==> config.mk <==
export PLATFORM = sky130hd
export DESIGN_NAME = fifo_ctrl_8x16
export DESIGN_NICKNAME = d
export VERILOG_FILES = /design/src/rtl/fifo_8x16_pkg.sv /design/src/rtl/dual_port_ram_8x16.sv /design/src/rtl/fifo_ctrl_8x16.sv
export SDC_FILE = /design/constraint.sdc
export NUM_CORES = 1
export LEC_CHECK = 0
export ABC_AREA = 1
export CAP_MARGIN = 20
export CORE_MARGIN = 10
export CORE_UTILIZATION = 30
export DETAILED_ROUTE_END_ITERATION = 12
export SLEW_MARGIN = 20
export SYNTH_ARGS = -nofsm -noshare
export SYNTH_HDL_FRONTEND = slang
export SYNTH_SLANG_ARGS = --single-unit
export TNS_END_PERCENT = 5
==> constraint.sdc <==
create_clock -name clk -period 2.2 [get_ports clk]
set_clock_uncertainty 0.1 [all_clocks]
set_input_delay 0.22 -clock clk [delete_from_list [all_inputs] [get_ports clk]]
set_output_delay 0.22 -clock clk [all_outputs]
set_load 0.02 [all_outputs]
==> src/rtl/fifo_8x16_pkg.sv <==
// Shared defaults for the 8x16 FIFO slice, with the pointer/count width derivation.
// Pointers and count both carry one bit more than the storage address.
package fifo_8x16_pkg;

  localparam int DEF_WIDTH     = 16;
  localparam int DEF_DEPTH     = 8;
  localparam int DEF_ADDR_W    = 3;
  localparam int DEF_AFULL_LVL = 6;

  // Pointer MSB is the wrap bit that tells full apart from empty
  function automatic int ptr_width(input int addr_w);
    return addr_w + 1;
  endfunction

  // Count must reach DEPTH itself, hence one extra bit
  function automatic int count_width(input int addr_w);
    return addr_w + 1;
  endfunction

endpackage

==> src/rtl/dual_port_ram_8x16.sv <==
// Simple dual-port RAM: one write port, one registered read port with a one-cycle read latency.
// The read register holds its value unless a read is enabled; the storage array itself is never cleared.
module dual_port_ram_8x16
  import fifo_8x16_pkg::*;
#(
  parameter int WIDTH  = DEF_WIDTH,
  parameter int DEPTH  = DEF_DEPTH,
  parameter int ADDR_W = DEF_ADDR_W
) (
  input  logic              clk,
  input  logic              rst,
  input  logic              we,
  input  logic [ADDR_W-1:0] wr_addr,
  input  logic [WIDTH-1:0]  wr_data,
  input  logic              re,
  input  logic [ADDR_W-1:0] rd_addr,
  output logic [WIDTH-1:0]  rd_data
);

  logic [WIDTH-1:0] mem_r [DEPTH];
  logic [WIDTH-1:0] rd_data_r;

  // Storage write port
  always_ff @(posedge clk) begin
    if (we) begin
      mem_r[wr_addr] <= wr_data;
    end
  end

  // Registered read port, synchronously cleared by the active-high reset
  always_ff @(posedge clk) begin
    if (rst) begin
      rd_data_r <= '0;
    end else if (re) begin
      rd_data_r <= mem_r[rd_addr];
    end
  end

  assign rd_data = rd_data_r;

endmodule

==> src/rtl/fifo_ctrl_8x16.sv <==
// Synchronous FIFO controller around dual_port_ram_8x16: wrap-bit pointers, occupancy count,
// registered status flags, sticky overflow/underflow and a one-cycle read-valid pipeline.
module fifo_ctrl_8x16
  import fifo_8x16_pkg::*;
#(
  parameter int WIDTH     = DEF_WIDTH,
  parameter int DEPTH     = DEF_DEPTH,
  parameter int ADDR_W    = DEF_ADDR_W,
  parameter int AFULL_LVL = DEF_AFULL_LVL
) (
  input  logic              clk,
  input  logic              rst,
  input  logic              wr_en,
  input  logic [WIDTH-1:0]  din,
  input  logic              rd_en,
  output logic [WIDTH-1:0]  dout,
  output logic              dout_valid,
  output logic              full,
  output logic              empty,
  output logic              almost_full,
  output logic [ADDR_W:0]   count,
  output logic              overflow,
  output logic              underflow
);

  localparam int PTR_W = ptr_width(ADDR_W);
  localparam int CNT_W = count_width(ADDR_W);

  logic [PTR_W-1:0] wr_ptr_r;
  logic [PTR_W-1:0] rd_ptr_r;
  logic [CNT_W-1:0] count_r;
  logic [CNT_W-1:0] count_nxt_s;
  logic             full_r;
  logic             empty_r;
  logic             almost_full_r;
  logic             dout_valid_r;
  logic             overflow_r;
  logic             underflow_r;
  logic             push_ok_s;
  logic             pop_ok_s;
  logic [WIDTH-1:0] ram_rd_data_s;

  // Acceptance uses only the flags registered on the previous edge
  assign push_ok_s = wr_en && !full_r;
  assign pop_ok_s  = rd_en && !empty_r;

  // Next occupancy; a simultaneous accepted push and pop leaves it unchanged
  always_comb begin
    count_nxt_s = count_r;
    case ({push_ok_s, pop_ok_s})
      2'b10:   count_nxt_s = count_r + CNT_W'(1);
      2'b01:   count_nxt_s = count_r - CNT_W'(1);
      default: count_nxt_s = count_r;
    endcase
  end

  // Controller state: pointers, count, flags derived from next count, sticky errors, read-valid
  always_ff @(posedge clk) begin
    if (!rst) begin
      wr_ptr_r      <= '0;
      rd_ptr_r      <= '0;
      count_r       <= '0;
      full_r        <= 1'b0;
      empty_r       <= 1'b1;
      almost_full_r <= 1'b0;
      dout_valid_r  <= 1'b0;
      overflow_r    <= 1'b0;
      underflow_r   <= 1'b0;
    end else begin
      if (push_ok_s) begin
        wr_ptr_r <= wr_ptr_r + PTR_W'(1);
      end
      if (pop_ok_s) begin
        rd_ptr_r <= rd_ptr_r + PTR_W'(1);
      end
      count_r       <= count_nxt_s;
      full_r        <= (count_nxt_s == CNT_W'(DEPTH));
      empty_r       <= (count_nxt_s == CNT_W'(0));
      almost_full_r <= (count_nxt_s >= CNT_W'(AFULL_LVL));
      dout_valid_r  <= pop_ok_s;
      overflow_r    <= overflow_r | (wr_en && full_r);
      underflow_r   <= underflow_r | (rd_en && empty_r);
    end
  end

  dual_port_ram_8x16 #(
    .WIDTH  (WIDTH),
    .DEPTH  (DEPTH),
    .ADDR_W (ADDR_W)
  ) u_ram (
    .clk     (clk),
    .rst     (~rst),
    .we      (push_ok_s),
    .wr_addr (wr_ptr_r[ADDR_W-1:0]),
    .wr_data (din),
    .re      (pop_ok_s),
    .rd_addr (rd_ptr_r[ADDR_W-1:0]),
    .rd_data (ram_rd_data_s)
  );

  assign dout        = ram_rd_data_s;
  assign dout_valid  = dout_valid_r;
  assign full        = full_r;
  assign empty       = empty_r;
  assign almost_full = almost_full_r;
  assign count       = count_r;
  assign overflow    = overflow_r;
  assign underflow   = underflow_r;

endmodule
==> Yosys cells after proc, flatten, opt, wreduce, memory -nomap -nowiden <==
Memory sizes are Yosys's and may differ from the RTL's. A register that Yosys moved wholly into a read port is not among the register bits.
Cells that the tools add are included.
{ "totals": {"memories": 1, "output_inout_bits": 26, "word_cells": 31, "ff_bits": 18, "ramBits": 128, "input_bits": 20} }
{ "memory_table": {"columns": ["name", "words", "word_bits", "rd", "rd_ports_with_merged_regs", "wr", "line_no", "rtl"], "rows": [
  ["u_ram.mem_r", 8, 16, 1, 1, 1, "dual_port_ram_8x16.sv:20", "logic [WIDTH-1:0] mem_r [DEPTH];"]
]} }
{ "op_classes": {"n_reduce_logical": 8, "eq_ne": 3, "n_bitwise": 2, "addsub": 4, "n_mux": 3, "order_cmp": 1} }
{ "op_table": {"columns": ["op", "n"], "rows": [
  ["$add 4x1->4 const B", 3],
  ["$pmux 4 s2", 1],
  ["$eq 4x4->1 const B", 1],
  ["$ge 4x3->1 const B", 1],
  ["$logic_and 1x1->1", 4],
  ["$logic_not 4->1", 1],
  ["$sub 4x1->4 const B", 1],
  ["$logic_not 1->1", 3],
  ["$eq 2x1->1 const B", 1],
  ["$eq 2x2->1 const B", 1],
  ["$mux 1", 2],
  ["$or 1x1->1", 2]
]} }

==> Logic depth before layout (Yosys ltp) <==
{ "logic_depth": {"word_depth": 5, "ltp_mapped": 14, "mapped_depth_nobuf": 14} }

==> By module <==
A second synthesis with hierarchy kept.
{ "unflattened": {"cells_unflattened": 696, "hier_area_um2": 6954.2} }
{ "modules_own_cells": {"columns": ["mod", "instances", "cells_each", "area_each_um2", "seq_area_each_um2"], "rows": [
  ["dual_port_ram_8x16", 1, 592, 6145.9, 4164.0],
  ["fifo_ctrl_8x16", 1, 104, 808.3, 320.3]
]} }

==> Worst setup path after synthesis <==
No wires, ideal clock.
{ "synth_path": {"kind": "reg2reg", "from": "register empty_r, in the netlist empty", "to": "register empty_r, in the netlist empty", "slack_ns": 0.137, "setup_time_ns": 0.070, "stages_incl_launch_ff": 12, "n_path_buf": 2, "arrival_ns": 1.893, "synth_period_minus_slack_ns": 2.063, "t_required_ns": 2.030, "path_cell_list": "dfxtp_1 nor2_4 buf_6 clkbuf_1 ha_1 o21ai_0 inv_1 nor2_1 nand3_1 nand2_1 inv_1 a21oi_1"} }
{ "synth_between": {"elab_chain_len": 5} }
{ "synth_lines": {"columns": ["item", "line_no", "rtl"], "rows": [
  ["from (decl)", "fifo_ctrl_8x16.sv:34", "logic empty_r;"],
  ["from (signal assigned)", "fifo_ctrl_8x16.sv:78", "empty_r <= (count_nxt_s == CNT_W'(0));"],
  ["$logic_not 1->1 (*)", "fifo_ctrl_8x16.sv:45", "assign pop_ok_s = rd_en && !empty_r;"],
  ["$logic_and 1x1->1 (*)", "fifo_ctrl_8x16.sv:45", null],
  ["$eq 2x1->1 or $eq 2x2->1 (tied branches)", "fifo_ctrl_8x16.sv:50", "case ({push_ok_s, pop_ok_s})"],
  ["$pmux 4 s2 (*)", "fifo_ctrl_8x16.sv:50", null],
  ["$logic_not 4->1 (*)", "fifo_ctrl_8x16.sv:78", null]
]} }
Every way passes the cells marked *; elsewhere a longest branch is shown, timed or not.
A chain may end at the register's enable or synchronous reset.

==> Worst setup path after layout <==
{ "layout_path": {"from": "register full_r, in the netlist full", "to": "register empty_r, in the netlist empty"} }
{ "layout_between": {"elab_chain_len": 5} }
{ "layout_lines": {"columns": ["item", "line_no", "rtl"], "rows": [
  ["from (decl)", "fifo_ctrl_8x16.sv:33", "logic full_r;"],
  ["from (signal assigned)", "fifo_ctrl_8x16.sv:77", "full_r <= (count_nxt_s == CNT_W'(DEPTH));"],
  ["$logic_not 1->1 (*)", "fifo_ctrl_8x16.sv:44", "assign push_ok_s = wr_en && !full_r;"],
  ["$logic_and 1x1->1 (*)", "fifo_ctrl_8x16.sv:44", null],
  ["$eq 2x1->1 or $eq 2x2->1 (tied branches)", "fifo_ctrl_8x16.sv:50", null],
  ["$pmux 4 s2 (*)", "fifo_ctrl_8x16.sv:50", null],
  ["$logic_not 4->1 (*)", "fifo_ctrl_8x16.sv:78", null]
]} }
Marked as above.

==> run summary <==
Final HPWL DP - 8690 um
Met3 wire len - 999 um
Pwr Density - 1110 nW/um2
Slowest CP cell - dfxtp_1
GR Overflow Total - 0
Yosys warns - 0
Clk sinks - 160
Worst-path clk slew - 0.06 ns
Critical path's most frequent cell - inv_1
First-pass DRT Iterations - 4
Leakage - 2.601 nW
CTS buffer count - 17
Post-CTS Setup Bufs - 0
Minimum clock period - 1.974 ns
Tightest Pin Transition - 0.3969 ns
Syn_area_per_cell - 12.41 um2
CP max stage delay - 0.38 ns
CP Buf/Inv Count - 4
Core Region - 20,300 um2
RePlAce Congestion - 0.8588
Number of max-cap violations - 0
Status - finished clean
Crit path depth - 13
Hold Startpoint - rst
Fmax - 0.5067 GHz
RSZ-0062 raised after global routing - false
Vias - 3,976
Worst R2R End - empty
Final Setup Violations - 0
DR iter-0 viols - 230
Switching Power - 0.002489 W
Die Wd - 163.7 um
R2r worst-path depth - 13
Vias per cell - 4.745
Max-slew violation count - 0
WL/cell - 16.59 um
Area after DPL - 7108 um2
Fillers - 1,938
Syn nets - 523
CTS tree - done
ANT nets after route - 0
Fin Setup TNS - 0 ns
CP cell instances - inv_1 -> nand2_4 -> nand3_1 -> nand2_1 -> inv_1 -> ha_1 -> o21ai_0 -> inv_1 -> nor2_1 -> nand3_1 -> nand2_1 -> inv_1 -> a21oi_1
Post-layout util - 37.64%
Die Y - 163.7 um
Largest net degree at the start of global routing - 66
Worst Hold Class - input pin to flop
Combinational share of power - 24.2%
Register-to-register setup slack - 0.23 ns
Synth top area share - 62.07%
Sequential cell area - 4486 um2
# DRC - 0
Area of the multi-input gates - 1450 um2
Hold path cells - 3
Internal Pwr Total - 0.005992 W
Worst Path Required - 2.45 ns
Initial Utilization - 30.50%
Hold bufs inserted after CTS - 0
Crit-path max FO - 4
Synth top area cells - edfxtp_1 (62%), dfxtp_1 (10%), o21ai_0 (6.5%)
I/O pin count - 46
CTS H-tree lvls - 4
Worst r2r src - full
Post-CTS Resized - 0
Core Rows - 52
First-pass GRT wire length - 21,700 um
Initial antenna violation count - 0
Tot Pwr - 0.008481 W
Total Wirelength - 13,910 um
WP data arrival - 2.23 ns
Max IR drop VDD - 0.0004938 V
Antenna Cells - 0
Seq pwr share - 44.0%
Crit end category - flop
Family with the most delay on the worst path - simple AND/OR/NAND/NOR gates
Clk pwr share - 31.8%
Met1 Routed Length - 6466 um
Share of layout cells above drive strength 1 - 9.859%
Critical path launch point type - flop
Post-Layout Inst Area - 7641 um2
CTS root buf - clkbuf_16
Sw Ratio - 29.34%
Die area - 26,790 um2
Count of final hold-check violations - 0
Synth unique cells - 23
Crit Path Class - flop to flop
Clock Latency Late Sink - 0.42 ns
Clock Path Buffers - 2
Synthesis-stage register bit count - 160
Top routing layer used - met4
Post-layout nets - 581
Sequential share of the synthesized area - 72.42%
Mapped Cells - 499
Synth Cell Area - 6192 um2
Rel. slew slack - 73.50%
Hold endpoint - u_ram.rd_data[9]
Total track usage - 10.73%
Met2 WL post-DR - 6340 um
Vias in the first global route - 3,888
Final Cycle Share - 89.70%
Layout area overhead - 23.40%
IO Port Bufs - 45
Yosys top cell by area - edfxtp_1
[Yosys cell counts, drive strengths merged]
library cell and n:
edfxtp 128, o21ai 101, nor2 84, dfxtp 32, a21oi 27, nand2 27
inv 23, o221ai 16, o22ai 16, clkbuf 15, buf 14, nand3 9
ha 4, xnor2 2, nand3b 1
[tightest hold or removal path, stage by stage]
cell and delay [ns]:
clkdlybuf4s50_1 0.44, o21ai_0 0.10, a21oi_1 0.04
[logic make-up after synthesis]
group / synth area share, %
adder cells (fa/ha/maj): 0.8083
AO/OA/AOI/OAI: 14.23
buffers and inverters: 4.162
XOR/XNOR: 0.2829
flip-flops: 72.42
AND/OR/NAND/NOR: 8.103
[layout by cell type, fill, tap and decap left out, drive strengths merged]
cell type / count
edfxtp: 128
clkbuf: 20
xnor2: 2
clkinv: 8
a21oi: 27
ha: 4
o22ai: 16
clkdlybuf4s50: 45
nor2: 84
dfxtp: 32
nand3b: 1
o221ai: 16
nand3: 9
nand2: 27
o21ai: 101
buf: 23
inv: 23
bufinv: 2
[how the worst max path moves through the flow]
stage | start | end | slack, ns
5_1_grt | full | empty | 0.02
2_1_floorplan | empty | empty | 0.14
4_1_cts | full | empty | 0.20
3_5_place_dp | rd_en | empty | -0.11
6_report | full | empty | 0.23
3_3_place_gp | rd_en | empty | -0.02
[metal layers]
layer  vias to the layer above  track usage [%]
met1                      1936            13.75
met5                         -                0
met3                        11            3.851
met2                        89            16.68
li1                       1940                -
met4                         0            3.168
[through the flow]
| step | instances | setup slack (ns) | hold WS, ns |
|---|---|---|---|
| after floorplan | 499 | 0.1368 | 0.2189 |
| after global placement | 808 | -0.01834 | 0.3544 |
| after detailed placement | 808 | -0.1077 | 0.3728 |
| after CTS | 838 | 0.2037 | 0.3222 |
| after global routing | 838 | 0.01746 | 0.3363 |
| final | 838 | 0.2265 | 0.3333 |
[power by group through the flow]
stage	combinational (W)	sequential [W]	clock, W
after floorplan	0.00110	0.00392	0
final	0.00206	0.00373	0.00269
after detailed placement	0.00207	0.00379	0
after global routing	0.00229	0.00376	0.00290
after global placement	0.00201	0.00378	0
after CTS	0.00208	0.00373	0.00274
[registers in the layout (all words and copies together) (netlist names)]
signal,flops
dout_valid,1
underflow,1
rd_ptr_r,3
almost_full,1
wr_ptr_r,3
empty,1
overflow,1
full,1
u_ram.mem_r,128
u_ram.rd_data,16
count,4
[area by class of cell]
type                            instances  area share [%]
Clock buffer                           20           5.715
Multi-Input combinational cell        287           18.98
Sequential cell                       160           58.70
Inverter                               23           1.130
Clock inverter                         10           1.261
Tap cell                              270           4.421
Timing Repair Buffer                   68           9.792
(Power assumes the default switching activity.)
